File: src/rtl/riscv_instr_decoder_pkg.sv
// Shared decode vocabulary for riscv_instr_decoder: opcode/funct constants,
// control-field enums, the registered control bundle and operand-select encodings.
package decoder_pkg;

  localparam int ALUOP_W  = 5;
  localparam int TYPE_W   = 3;
  localparam int DTYPE_W  = 3;
  localparam int BRANCH_W = 3;
  localparam int ALUSEL_W = 2;

  localparam logic [6:0] OPC_OP       = 7'b0110011;
  localparam logic [6:0] OPC_OP_IMM   = 7'b0010011;
  localparam logic [6:0] OPC_LOAD     = 7'b0000011;
  localparam logic [6:0] OPC_LOAD_FP  = 7'b0000111;
  localparam logic [6:0] OPC_STORE    = 7'b0100011;
  localparam logic [6:0] OPC_STORE_FP = 7'b0100111;
  localparam logic [6:0] OPC_BRANCH   = 7'b1100011;
  localparam logic [6:0] OPC_JAL      = 7'b1101111;
  localparam logic [6:0] OPC_JALR     = 7'b1100111;
  localparam logic [6:0] OPC_LUI      = 7'b0110111;
  localparam logic [6:0] OPC_AUIPC    = 7'b0010111;
  localparam logic [6:0] OPC_OP_FP    = 7'b1010011;

  // OP-FP funct7 values already carry fmt = 00 (single precision) in bits 1:0
  localparam logic [6:0] F7_BASE    = 7'h00;
  localparam logic [6:0] F7_ALT     = 7'h20;
  localparam logic [6:0] F7_MULDIV  = 7'h01;
  localparam logic [6:0] F7_FADD    = 7'h00;
  localparam logic [6:0] F7_FSUB    = 7'h04;
  localparam logic [6:0] F7_FMUL    = 7'h08;
  localparam logic [6:0] F7_FDIV    = 7'h0C;
  localparam logic [6:0] F7_FCMP    = 7'h50;
  localparam logic [6:0] F7_FMV_X_W = 7'h70;
  localparam logic [6:0] F7_FMV_W_X = 7'h78;

  typedef enum logic [ALUOP_W-1:0] {
    ALU_ADD    = 5'd0,  ALU_SUB   = 5'd1,  ALU_SLL    = 5'd2,  ALU_SLT   = 5'd3,
    ALU_SLTU   = 5'd4,  ALU_XOR   = 5'd5,  ALU_SRL    = 5'd6,  ALU_SRA   = 5'd7,
    ALU_OR     = 5'd8,  ALU_AND   = 5'd9,  ALU_MUL    = 5'd10, ALU_MULH  = 5'd11,
    ALU_MULHSU = 5'd12, ALU_MULHU = 5'd13, ALU_DIV    = 5'd14, ALU_DIVU  = 5'd15,
    ALU_REM    = 5'd16, ALU_REMU  = 5'd17, ALU_FADD   = 5'd18, ALU_FSUB  = 5'd19,
    ALU_FMUL   = 5'd20, ALU_FDIV  = 5'd21, ALU_FEQ    = 5'd22, ALU_FLT   = 5'd23,
    ALU_FLE    = 5'd24, ALU_FMV   = 5'd25, ALU_PASS_B = 5'd26
  } alu_op_e;

  typedef enum logic [TYPE_W-1:0] {
    TYPE_R = 3'd0, TYPE_I = 3'd1, TYPE_S = 3'd2, TYPE_B = 3'd3, TYPE_U = 3'd4, TYPE_J = 3'd5
  } raw_type_e;

  typedef enum logic [DTYPE_W-1:0] {
    DT_B = 3'd0, DT_H = 3'd1, DT_W = 3'd2, DT_BU = 3'd3, DT_HU = 3'd4
  } d_type_e;

  typedef enum logic [BRANCH_W-1:0] {
    BR_NONE = 3'd0, BR_EQ = 3'd1, BR_NE = 3'd2, BR_LT = 3'd3,
    BR_GE = 3'd4, BR_LTU = 3'd5, BR_GEU = 3'd6
  } branch_e;

  localparam int SEL_IMM_BIT = 0;
  localparam int SEL_PC_BIT  = 1;
  localparam logic [ALUSEL_W-1:0] SEL_REG    = 2'b00;
  localparam logic [ALUSEL_W-1:0] SEL_IMM    = ALUSEL_W'(1) << SEL_IMM_BIT;
  localparam logic [ALUSEL_W-1:0] SEL_PC_IMM = SEL_IMM | (ALUSEL_W'(1) << SEL_PC_BIT);

  typedef struct packed {
    alu_op_e             alu_op;
    raw_type_e           raw_type;
    logic                load;
    d_type_e             d_type;
    logic                mwe;
    logic                rwe;
    branch_e             branch_type;
    logic                jump;
    logic [ALUSEL_W-1:0] alu_sel;
    logic                auipc;
    logic                f_rd;
    logic                f_d1;
    logic                f_d2;
  } ctrl_t;

  localparam ctrl_t CTRL_BUBBLE = '0;

  // Integer ALU op shared by OP and OP-IMM; alt selects SUB/SRA variants
  function automatic alu_op_e base_alu_op(input logic [2:0] funct3, input logic alt);
    alu_op_e op;
    case (funct3)
      3'b000:  op = alt ? ALU_SUB : ALU_ADD;
      3'b001:  op = ALU_SLL;
      3'b010:  op = ALU_SLT;
      3'b011:  op = ALU_SLTU;
      3'b100:  op = ALU_XOR;
      3'b101:  op = alt ? ALU_SRA : ALU_SRL;
      3'b110:  op = ALU_OR;
      3'b111:  op = ALU_AND;
      default: op = ALU_ADD;
    endcase
    return op;
  endfunction

endpackage

File: src/rtl/riscv_instr_decoder_fp_decode.sv
// fp_decode: combinational OP-FP (single-precision) funct7/funct3 mapping to
// FPU op and float-register-file read/write flags; valid=0 for unsupported forms.
module fp_decode
  import decoder_pkg::*;
(
  input  logic [6:0] funct7,
  input  logic [2:0] funct3,
  input  logic [4:0] rs2,
  output logic       valid,
  output alu_op_e    alu_op,
  output logic       f_rd,
  output logic       f_d1,
  output logic       f_d2
);

  // Map the OP-FP function fields to an FPU op and register-file sources
  always_comb begin
    valid  = 1'b0;
    alu_op = ALU_ADD;
    f_rd   = 1'b0;
    f_d1   = 1'b0;
    f_d2   = 1'b0;
    case (funct7)
      F7_FADD, F7_FSUB, F7_FMUL, F7_FDIV: begin
        valid  = 1'b1;
        alu_op = alu_op_e'(5'd18 + {3'b000, funct7[3:2]});
        f_rd   = 1'b1;
        f_d1   = 1'b1;
        f_d2   = 1'b1;
      end
      F7_FCMP: begin
        f_d1 = 1'b1;
        f_d2 = 1'b1;
        case (funct3)
          3'b010: begin valid = 1'b1; alu_op = ALU_FEQ; end
          3'b001: begin valid = 1'b1; alu_op = ALU_FLT; end
          3'b000: begin valid = 1'b1; alu_op = ALU_FLE; end
          default: valid = 1'b0;
        endcase
      end
      F7_FMV_X_W: begin
        valid  = (funct3 == 3'b000) && (rs2 == 5'd0);
        alu_op = ALU_FMV;
        f_d1   = 1'b1;
      end
      F7_FMV_W_X: begin
        valid  = (funct3 == 3'b000) && (rs2 == 5'd0);
        alu_op = ALU_FMV;
        f_rd   = 1'b1;
      end
      default: valid = 1'b0;
    endcase
  end

endmodule

File: src/rtl/riscv_instr_decoder.sv
// Registered RV32I(+F, optional M) instruction decoder, one cycle of latency.
// Define DECODER_RV32M_EN to decode the funct7=0x01 MUL/DIV group under OP.
module riscv_instr_decoder
  import decoder_pkg::*;
#(
  parameter int ALUOP_WIDTH       = 5,
  parameter int TYPE_WIDTH        = 3,
  parameter int DTYPE_WIDTH       = 3,
  parameter int BRANCH_TYPE_WIDTH = 3,
  parameter int ALUSELECT_WIDTH   = 2,
  parameter int DATA_WIDTH        = 32,
  parameter int OPCODE_WIDTH      = 7,
  parameter int FUNCT3_WIDTH      = 3,
  parameter int FUNCT7_WIDTH      = 7,
  parameter int FUNCT3_RIGHT      = 12,
  parameter int FUNCT3_LEFT       = FUNCT3_WIDTH - 1 + FUNCT3_RIGHT
)(
  input  logic                         clk,
  input  logic                         reset,
  input  logic [DATA_WIDTH-1:0]        instr,
  output logic [ALUOP_WIDTH-1:0]       ALUOp,
  output logic [TYPE_WIDTH-1:0]        rawType,
  output logic                         load,
  output logic [DTYPE_WIDTH-1:0]       dType,
  output logic                         MWE,
  output logic                         RWE,
  output logic [BRANCH_TYPE_WIDTH-1:0] branchType,
  output logic                         jump,
  output logic [ALUSELECT_WIDTH-1:0]   ALUSelect,
  output logic                         auipcBit,
  output logic                         f_rd,
  output logic                         f_d1,
  output logic                         f_d2
);

  logic [OPCODE_WIDTH-1:0] opcode_s;
  logic [FUNCT3_WIDTH-1:0] funct3_s;
  logic [FUNCT7_WIDTH-1:0] funct7_s;
  logic [4:0]              rs2_s;
  logic                    shift_alt_s;
  logic                    unused_s;
  logic                    legal_s;
  logic                    fp_valid_s;
  alu_op_e                 fp_alu_op_s;
  logic                    fp_rd_s;
  logic                    fp_d1_s;
  logic                    fp_d2_s;
  ctrl_t                   dec_s;
  ctrl_t                   ctrl_s;
  ctrl_t                   ctrl_r;

  assign opcode_s    = instr[OPCODE_WIDTH-1:0];
  assign funct3_s    = instr[FUNCT3_LEFT:FUNCT3_RIGHT];
  assign funct7_s    = instr[DATA_WIDTH-1 -: FUNCT7_WIDTH];
  assign rs2_s       = instr[24:20];
  assign shift_alt_s = (funct3_s == 3'b101) ? instr[30] : 1'b0;
  assign unused_s    = ^{instr[19:15], instr[11:7]};

  fp_decode u_fp_decode (
    .funct7 (funct7_s),
    .funct3 (funct3_s),
    .rs2    (rs2_s),
    .valid  (fp_valid_s),
    .alu_op (fp_alu_op_s),
    .f_rd   (fp_rd_s),
    .f_d1   (fp_d1_s),
    .f_d2   (fp_d2_s)
  );

  // Per-opcode control decode; legal_s drops to 0 for any unsupported encoding
  always_comb begin
    dec_s   = CTRL_BUBBLE;
    legal_s = 1'b1;
    case (opcode_s)
      OPC_OP: begin
        dec_s.raw_type = TYPE_R;
        dec_s.rwe      = 1'b1;
        if (funct7_s == F7_BASE) begin
          dec_s.alu_op = base_alu_op(funct3_s, 1'b0);
        end else if (funct7_s == F7_ALT && (funct3_s == 3'b000 || funct3_s == 3'b101)) begin
          dec_s.alu_op = base_alu_op(funct3_s, 1'b1);
`ifdef DECODER_RV32M_EN
        end else if (funct7_s == F7_MULDIV) begin
          dec_s.alu_op = alu_op_e'(5'd10 + {2'b00, funct3_s});
`else
        end else if (funct7_s == F7_MULDIV) begin
          legal_s = 1'b0;
`endif
        end else begin
          legal_s = 1'b0;
        end
      end
      OPC_OP_IMM: begin
        dec_s.raw_type = TYPE_I;
        dec_s.alu_sel  = SEL_IMM;
        dec_s.rwe      = 1'b1;
        dec_s.alu_op   = base_alu_op(funct3_s, shift_alt_s);
      end
      OPC_LOAD, OPC_LOAD_FP: begin
        dec_s.raw_type = TYPE_I;
        dec_s.load     = 1'b1;
        dec_s.alu_sel  = SEL_IMM;
        dec_s.rwe      = 1'b1;
        dec_s.f_rd     = (opcode_s == OPC_LOAD_FP);
        case (funct3_s)
          3'b000:  dec_s.d_type = DT_B;
          3'b001:  dec_s.d_type = DT_H;
          3'b010:  dec_s.d_type = DT_W;
          3'b100:  dec_s.d_type = DT_BU;
          3'b101:  dec_s.d_type = DT_HU;
          default: legal_s = 1'b0;
        endcase
        if (opcode_s == OPC_LOAD_FP && funct3_s != 3'b010) begin
          legal_s = 1'b0;
        end else begin
          dec_s.alu_op = ALU_ADD;
        end
      end
      OPC_STORE, OPC_STORE_FP: begin
        dec_s.raw_type = TYPE_S;
        dec_s.mwe      = 1'b1;
        dec_s.alu_sel  = SEL_IMM;
        dec_s.f_d2     = (opcode_s == OPC_STORE_FP);
        case (funct3_s)
          3'b000:  dec_s.d_type = DT_B;
          3'b001:  dec_s.d_type = DT_H;
          3'b010:  dec_s.d_type = DT_W;
          default: legal_s = 1'b0;
        endcase
        if (opcode_s == OPC_STORE_FP && funct3_s != 3'b010) begin
          legal_s = 1'b0;
        end else begin
          dec_s.alu_op = ALU_ADD;
        end
      end
      OPC_BRANCH: begin
        dec_s.raw_type = TYPE_B;
        dec_s.alu_op   = ALU_SUB;
        case (funct3_s)
          3'b000:  dec_s.branch_type = BR_EQ;
          3'b001:  dec_s.branch_type = BR_NE;
          3'b100:  dec_s.branch_type = BR_LT;
          3'b101:  dec_s.branch_type = BR_GE;
          3'b110:  dec_s.branch_type = BR_LTU;
          3'b111:  dec_s.branch_type = BR_GEU;
          default: legal_s = 1'b0;
        endcase
      end
      OPC_JAL: begin
        dec_s.raw_type = TYPE_J;
        dec_s.jump     = 1'b1;
        dec_s.rwe      = 1'b1;
        dec_s.alu_sel  = SEL_PC_IMM;
      end
      OPC_JALR: begin
        dec_s.raw_type = TYPE_I;
        dec_s.jump     = 1'b1;
        dec_s.rwe      = 1'b1;
        dec_s.alu_sel  = SEL_IMM;
        if (funct3_s == 3'b000) begin
          legal_s = 1'b1;
        end else begin
          legal_s = 1'b0;
        end
      end
      OPC_LUI: begin
        dec_s.raw_type = TYPE_U;
        dec_s.alu_op   = ALU_PASS_B;
        dec_s.alu_sel  = SEL_IMM;
        dec_s.rwe      = 1'b1;
      end
      OPC_AUIPC: begin
        dec_s.raw_type = TYPE_U;
        dec_s.alu_sel  = SEL_PC_IMM;
        dec_s.auipc    = 1'b1;
        dec_s.rwe      = 1'b1;
      end
      OPC_OP_FP: begin
        dec_s.raw_type = TYPE_R;
        dec_s.rwe      = 1'b1;
        dec_s.alu_op   = fp_alu_op_s;
        dec_s.f_rd     = fp_rd_s;
        dec_s.f_d1     = fp_d1_s;
        dec_s.f_d2     = fp_d2_s;
        legal_s        = fp_valid_s;
      end
      default: legal_s = 1'b0;
    endcase
  end

  assign ctrl_s = legal_s ? dec_s : CTRL_BUBBLE;

  // Control register: reset or an illegal word yields an all-zero bubble
  always_ff @(posedge clk) begin
    if (reset) begin
      ctrl_r <= CTRL_BUBBLE;
    end else begin
      ctrl_r <= ctrl_s;
    end
  end

  assign ALUOp      = ALUOP_WIDTH'(ctrl_r.alu_op);
  assign rawType    = TYPE_WIDTH'(ctrl_r.raw_type);
  assign load       = ctrl_r.load;
  assign dType      = DTYPE_WIDTH'(ctrl_r.d_type);
  assign MWE        = ctrl_r.mwe;
  assign RWE        = ctrl_r.rwe;
  assign branchType = BRANCH_TYPE_WIDTH'(ctrl_r.branch_type);
  assign jump       = ctrl_r.jump;
  assign ALUSelect  = ALUSELECT_WIDTH'(ctrl_r.alu_sel);
  assign auipcBit   = ctrl_r.auipc;
  assign f_rd       = ctrl_r.f_rd;
  assign f_d1       = ctrl_r.f_d1;
  assign f_d2       = ctrl_r.f_d2;

endmodule

File: config.mk
export PLATFORM = sky130hd
export DESIGN_NAME = riscv_instr_decoder
export DESIGN_NICKNAME = d
export VERILOG_FILES = /design/src/rtl/riscv_instr_decoder_pkg.sv /design/src/rtl/riscv_instr_decoder_fp_decode.sv /design/src/rtl/riscv_instr_decoder.sv
export SDC_FILE = /design/constraint.sdc
export NUM_CORES = 1
export LEC_CHECK = 0
export BUFFER_PORTS_ARGS = -buffer_cell sky130_fd_sc_hd__buf_4
export CORE_ASPECT_RATIO = 1.4
export CORE_MARGIN = 10
export CORE_UTILIZATION = 25
export DETAILED_ROUTE_END_ITERATION = 16
export PLACE_DENSITY = 0.48
export REMOVE_ABC_BUFFERS = 1
export SLEW_MARGIN = 30
export SYNTH_ARGS = -nofsm -noshare
export SYNTH_HDL_FRONTEND = slang
export SYNTH_SLANG_ARGS = --single-unit
File: constraint.sdc
create_clock -name clk -period 5.55 [get_ports clk]
set_input_delay 1.11 -clock clk [delete_from_list [all_inputs] [get_ports clk]]
set_output_delay 1.11 -clock clk [all_outputs]
set_load 0.1 [all_outputs]
==> flow_summary_export.csv, run 1 <==
group,metric,value,unit
pwr,p_int,262,µW
yosys,yosys_warnings,0,
flow_run,maxCapViolations,0,
pwr,p_per_area,174,nW/µm²
yosys,ys_types,53,
yosys,synth_area_per_cell,7.99,µm²
cells_and_area,nets,283,
worst_hold_path,min-delay-path-class,"in -> reg",
routing,drt-initial-drc-count,130,
yosys,ys_ff_latch,24,
clocking,htree_levels,1,
die,die-area,10200,µm²
cells_and_area,design_area,2060,µm²
sta,period_share,0.557,
die,die_w,88.2,µm
yosys,async_flop_share,0,
critical_path,worstSetupPathType,"in -> reg",
clocking,cts.repair.resized,0,
cells_and_area,layout_commonest_cell,"buf_4",
global_routing,grt_pass1_vias,1725,
die,start_util,0.259,
pwr,switching_share,0.267,
die,core_region_area,6300,µm²
pwr,power.switching,95.2,µW
pwr,seqPwrFrac,0.482,
sta,setup_tns,0,ns
sta,fmax,0.324,GHz
routing,drc_errors,0,
placement,dp_hpwl,4200,µm
sta,min_period,3.09,ns
clocking,postCtsSetupRepairBufs,0,
routing,vias_per_cell,5.35,
cells_and_area,drive_above_1_share,0.267,
clocking,clock-sinks,24,
clocking,clockBufferDepth,2,
worst_hold_path,min_path_cells,3,
clocking,cts_tree,"done",
global_routing,antenna_found_initial,0,
critical_path,arrival,3.24,ns
yosys,synthFlopType,"dfxtp_1",
yosys,syn_inst,204,
critical_path,path_max_fanout,13,
clocking,cts-root-buf,"clkbuf_8",
sta,slew_viol_final,0,
die,die_h,116,µm
placement,place_area,1990,µm²
cells_and_area,diodes,0,
yosys,synthesis.area,1630,µm²
pwr,clkPwrFrac,0.323,
pwr,p_comb_frac,0.195,
routing,finalWirelength,5380,µm
yosys,yosysSeqAreaShare,0.295,
clocking,path_clk_slew,0.08,ns
die,num_rows,34,
critical_path,endpoint_kind,"flop",
sta,setup_viol,0,
critical_path,cp_common_cell,"buf_4",
pwr,p_leak,0.779,nW
yosys,synth-edff-count,0,
sta,hold_viol,0,
run_status,status,"finished, final reports clean",
global_routing,grt_overflow_total,0,
routing,dr.pass1.iters,4,
sta,hold_ws,1.16,ns
cells_and_area,layout_common_cells,"48 x buf_4, 24 x dfxtp_1, 19 x nand2_1",
sta,slew_headroom,0.646,
global_routing,grt_use_total,0.105,
critical_path,cp_slowest_stage_delay,0.52,ns
cells_and_area,nFillCells,717,
critical_path,critical_path.cell_chain,"buf_4, inv_1, ha_1, or3b_1, nand4_1, o211ai_1, o41ai_4, buf_4, a211oi_1",
clocking,hold_buffers,0,
cells_and_area,areaGrowthSynthToFinish,26.2,%
global_routing,grt_pass1_wl,8600,µm
sta,tightest_slew,0.531,ns
pwr,ir_drop,0.0000662,V
sta,grt_setup_unrepaired,"no",
critical_path,crit_path_start_kind,"input pin",
clocking,cts_made_buffers,3,
global_routing,grt_max_degree,22,
placement,gp_congestion,0.874,
routing,post_drt_wl_per_cell,17.1,µm
placement,portBuffers,47,
critical_path,crit_required,5.70,ns
die,io_pins,58,
routing,num_vias,1684,
routing,drtAntennaViolNets,0,
critical_path,crit_path_top_delay_cell,"o41ai_4",
-- final cells by class --
type	count	area [µm²]	area share
sequential	24	480	0.234
multi-input combinational	160	1040	0.508
inverter	7	26.3	0.0128
timing repair buffer	48	360	0.175
tap	72	90.1	0.0438
clock buffer	4	55.1	0.0268
-- per-layer routing --
layer	share of wire	global-route usage
met5	0	0
met4	0.031	0.0573
met3	0.050	0.0162
met2	0.50	0.180
met1	0.41	0.120
-- sequential cells by signal, indices dropped and copies added, names as in the netlist --
name,cells
ALUOp,5
branchType,3
dType,3
rawType,3
ALUSelect,2
MWE,1
RWE,1
auipcBit,1
f_d1,1
f_d2,1
f_rd,1
jump,1
load,1
-- worst max-delay path: cells and delay by family --
kind            cells  cell delay [ns]
fa+ha+maj           1             0.37
simple gates        2             0.53
buf+inv             3             0.46
compound gates      3             0.76
-- Yosys cell counts, types with 5 or more instances --
cell,instances,share of area
nand2b_1,5,0.019
a21oi_1,14,0.043
buf_2,9,0.028
nand3_1,10,0.031
inv_1,6,0.014
nand2_1,19,0.044
dfxtp_1,24,0.29
nor2_1,18,0.041
nor3_1,9,0.028
ha_1,5,0.038
a211oi_1,5,0.023
o21ai_0,9,0.028
a31oi_1,5,0.019
-- path summary, 6_finish.rpt --
path	to	from	slack (ns)
max	dType[1]$_SDFF_PP0_	instr[13]	2.46
min	f_d1$_SDFF_PP0_	instr[31]	1.16
-- power by group through the flow --
stage,clock network [mW],logic [mW],registers [mW]
final,0.115,0.0697,0.172
after global routing,0.128,0.0766,0.172
after floorplan,0,0.0326,0.177
after global placement,0,0.0690,0.176
after CTS,0.121,0.0694,0.172
after detailed placement,0,0.0693,0.176
-- cells by family after synthesis --
family | Yosys count | share of synthesized area
simple gates | 92 | 0.320
fa+ha+maj | 5 | 0.0384
xor+xnor | 1 | 0.00538
buf+inv | 20 | 0.0645
compound gates | 62 | 0.277
flops | 24 | 0.295
-- through the flow --
stage               instances  utilization  total power, mW  setup WS (ns)
floorplan                 191            -            0.210           2.56
global placement          310        0.317            0.245           2.03
detailed placement        310        0.317            0.246           2.01
CTS                       314        0.325            0.362           2.29
global route              315        0.327            0.377           2.31
finish                    315        0.327            0.357           2.46
Note: power is estimated with default switching activity, not from simulation.
==> run 2: changes to the inputs <==
clock period = 3.01 ns   (was 5.55 ns; I/O delays follow)
==> run 2 against run 1 <==
Against the previous run: combinational power rose by 89%; via count rose by 1.4%; cell area rose by 3.3%; utilization rose by 1.1 points; critical path depth rose by 1; cell count rose by 2.2%; total power rose by 100%; worst hold slack got worse by 0.51 ns; critical endpoint is now RWE$_SDFF_PP0_; highest routed layer unchanged.
==> flow_summary_export.csv, run 2 (same netlist as run 1, synthesis figures left out) <==
group,metric,value,unit
run_status,status,"finished, final reports clean",
sta,min_period,2.44,ns
pwr,total_power,729,µW
critical_path,critical_path.cell_chain,"buf_4, inv_1, ha_1, nand2b_1, a211o_1, a21oi_1, o41ai_4, buf_4, buf_4, a21oi_2",
pwr,p_per_area,343,nW/µm²
cells_and_area,areaGrowthSynthToFinish,30.4,%
pwr,p_comb_frac,0.180,
pwr,p_int,548,µW
pwr,clkPwrFrac,0.385,
sta,tightest_slew,0.443,ns
sta,setup_viol,0,
cells_and_area,layout_common_cells,"55 x buf_4, 24 x dfxtp_1, 19 x nand2_1",
pwr,p_leak,0.819,nW
clocking,htree_levels,1,
critical_path,endpoint_kind,"flop",
sta,hold_viol,0,
pwr,ir_drop,0.000133,V
routing,dr.pass1.iters,4,
critical_path,worstSetupPathType,"in -> reg",
critical_path,path_max_fanout,9,
sta,setup_tns,0,ns
cells_and_area,nFillCells,711,
die,die_w,88.2,µm
clocking,cts_tree,"done",
clocking,cts.repair.resized,0,
sta,fmax,0.409,GHz
routing,num_vias,1708,
die,die-area,10200,µm²
clocking,postCtsSetupRepairBufs,0,
sta,slew_viol_final,0,
global_routing,grt_pass1_wl,8490,µm
critical_path,crit_path_start_kind,"input pin",
cells_and_area,largest_reg_flops,5,
clocking,path_clk_slew,0.08,ns
cells_and_area,layout_commonest_cell,"buf_4",
global_routing,grt_overflow_total,0,
placement,place_area,2050,µm²
sta,hold_ws,0.647,ns
pwr,power.switching,182,µW
critical_path,arrival,2.65,ns
routing,finalWirelength,5250,µm
placement,dp_hpwl,4230,µm
sta,grt_setup_unrepaired,"no",
placement,portBuffers,47,
die,num_rows,34,
flow_run,maxCapViolations,0,
routing,drtAntennaViolNets,0,
cells_and_area,diodes,0,
cells_and_area,utilization,0.337,
worst_hold_path,min-delay-path-class,"in -> reg",
global_routing,antenna_found_initial,0,
pwr,seqPwrFrac,0.435,
clocking,hold_buffers,0,
global_routing,grt_pass1_vias,1769,
critical_path,cp_slowest_stage_delay,0.37,ns
pwr,switching_share,0.249,
routing,drt-initial-drc-count,62,
critical_path,crit_path_top_delay_cell,"ha_1",
critical_path,crit_required,3.22,ns
sta,slew_headroom,0.697,
sta,period_share,0.812,
routing,post_drt_wl_per_cell,16.3,µm
routing,vias_per_cell,5.30,
critical_path,cp_common_cell,"buf_4",
clocking,cts-root-buf,"clkbuf_8",
die,core_region_area,6300,µm²
die,io_pins,58,
global_routing,grt_use_total,0.104,
global_routing,grt_max_degree,22,
placement,gp_congestion,0.862,
clocking,clock-sinks,24,
die,start_util,0.259,
cells_and_area,design_area,2120,µm²
routing,drc_errors,0,
cells_and_area,drive_above_1_share,0.288,
cells_and_area,nets,290,
die,die_h,116,µm
clocking,clockBufferDepth,2,
clocking,cts_made_buffers,3,
==> run 2: area by class of cell <==
type | instances | area (µm²) | area share
flip-flops and latches | 24 | 480 | 0.226
inverters | 7 | 26.3 | 0.0124
clock buffers | 3 | 41.3 | 0.0194
well taps | 72 | 90.1 | 0.0424
multi-input cells | 160 | 1040 | 0.491
clock inverters | 1 | 30.0 | 0.0141
repair buffers | 55 | 413 | 0.194
==> run 2: final timing paths <==
path                       from              end  slack, ns  cells past startpoint
worst max-delay path  instr[12]   RWE$_SDFF_PP0_       0.57                     10
worst min-delay path  instr[31]  f_d1$_SDFF_PP0_       0.65                      3
==> run 2: per-stage QoR <==
step	std cells	worst slack, ns
final	322	0.567
after global routing	322	0.408
after CTS	322	0.556
after detailed placement	318	0.268
after global placement	318	0.277
after floorplan	191	0.523
==> run 2: power groups by stage <==
stage | logic, mW | registers (mW) | clock network, mW
3_5_place_dp | 0.131 | 0.325 | 0
5_1_grt | 0.146 | 0.317 | 0.300
3_3_place_gp | 0.132 | 0.325 | 0
4_1_cts | 0.132 | 0.317 | 0.290
2_1_floorplan | 0.0602 | 0.326 | 0
6_report | 0.132 | 0.317 | 0.281
==> run 2: per-layer routing <==
metal  GRT usage  share of wire
met3      0.0133          0.055
met1       0.115           0.40
met5           0              0
met2       0.186           0.51
met4      0.0562          0.030
==> run 2: critical path: cells and delay by family <==
family,cells,cell delay [ns]
AOI/OAI and AO/OA,4,0.89
adders and majority gates,1,0.37
buffers and inverters,4,0.56
and+or+nand+nor,1,0.21
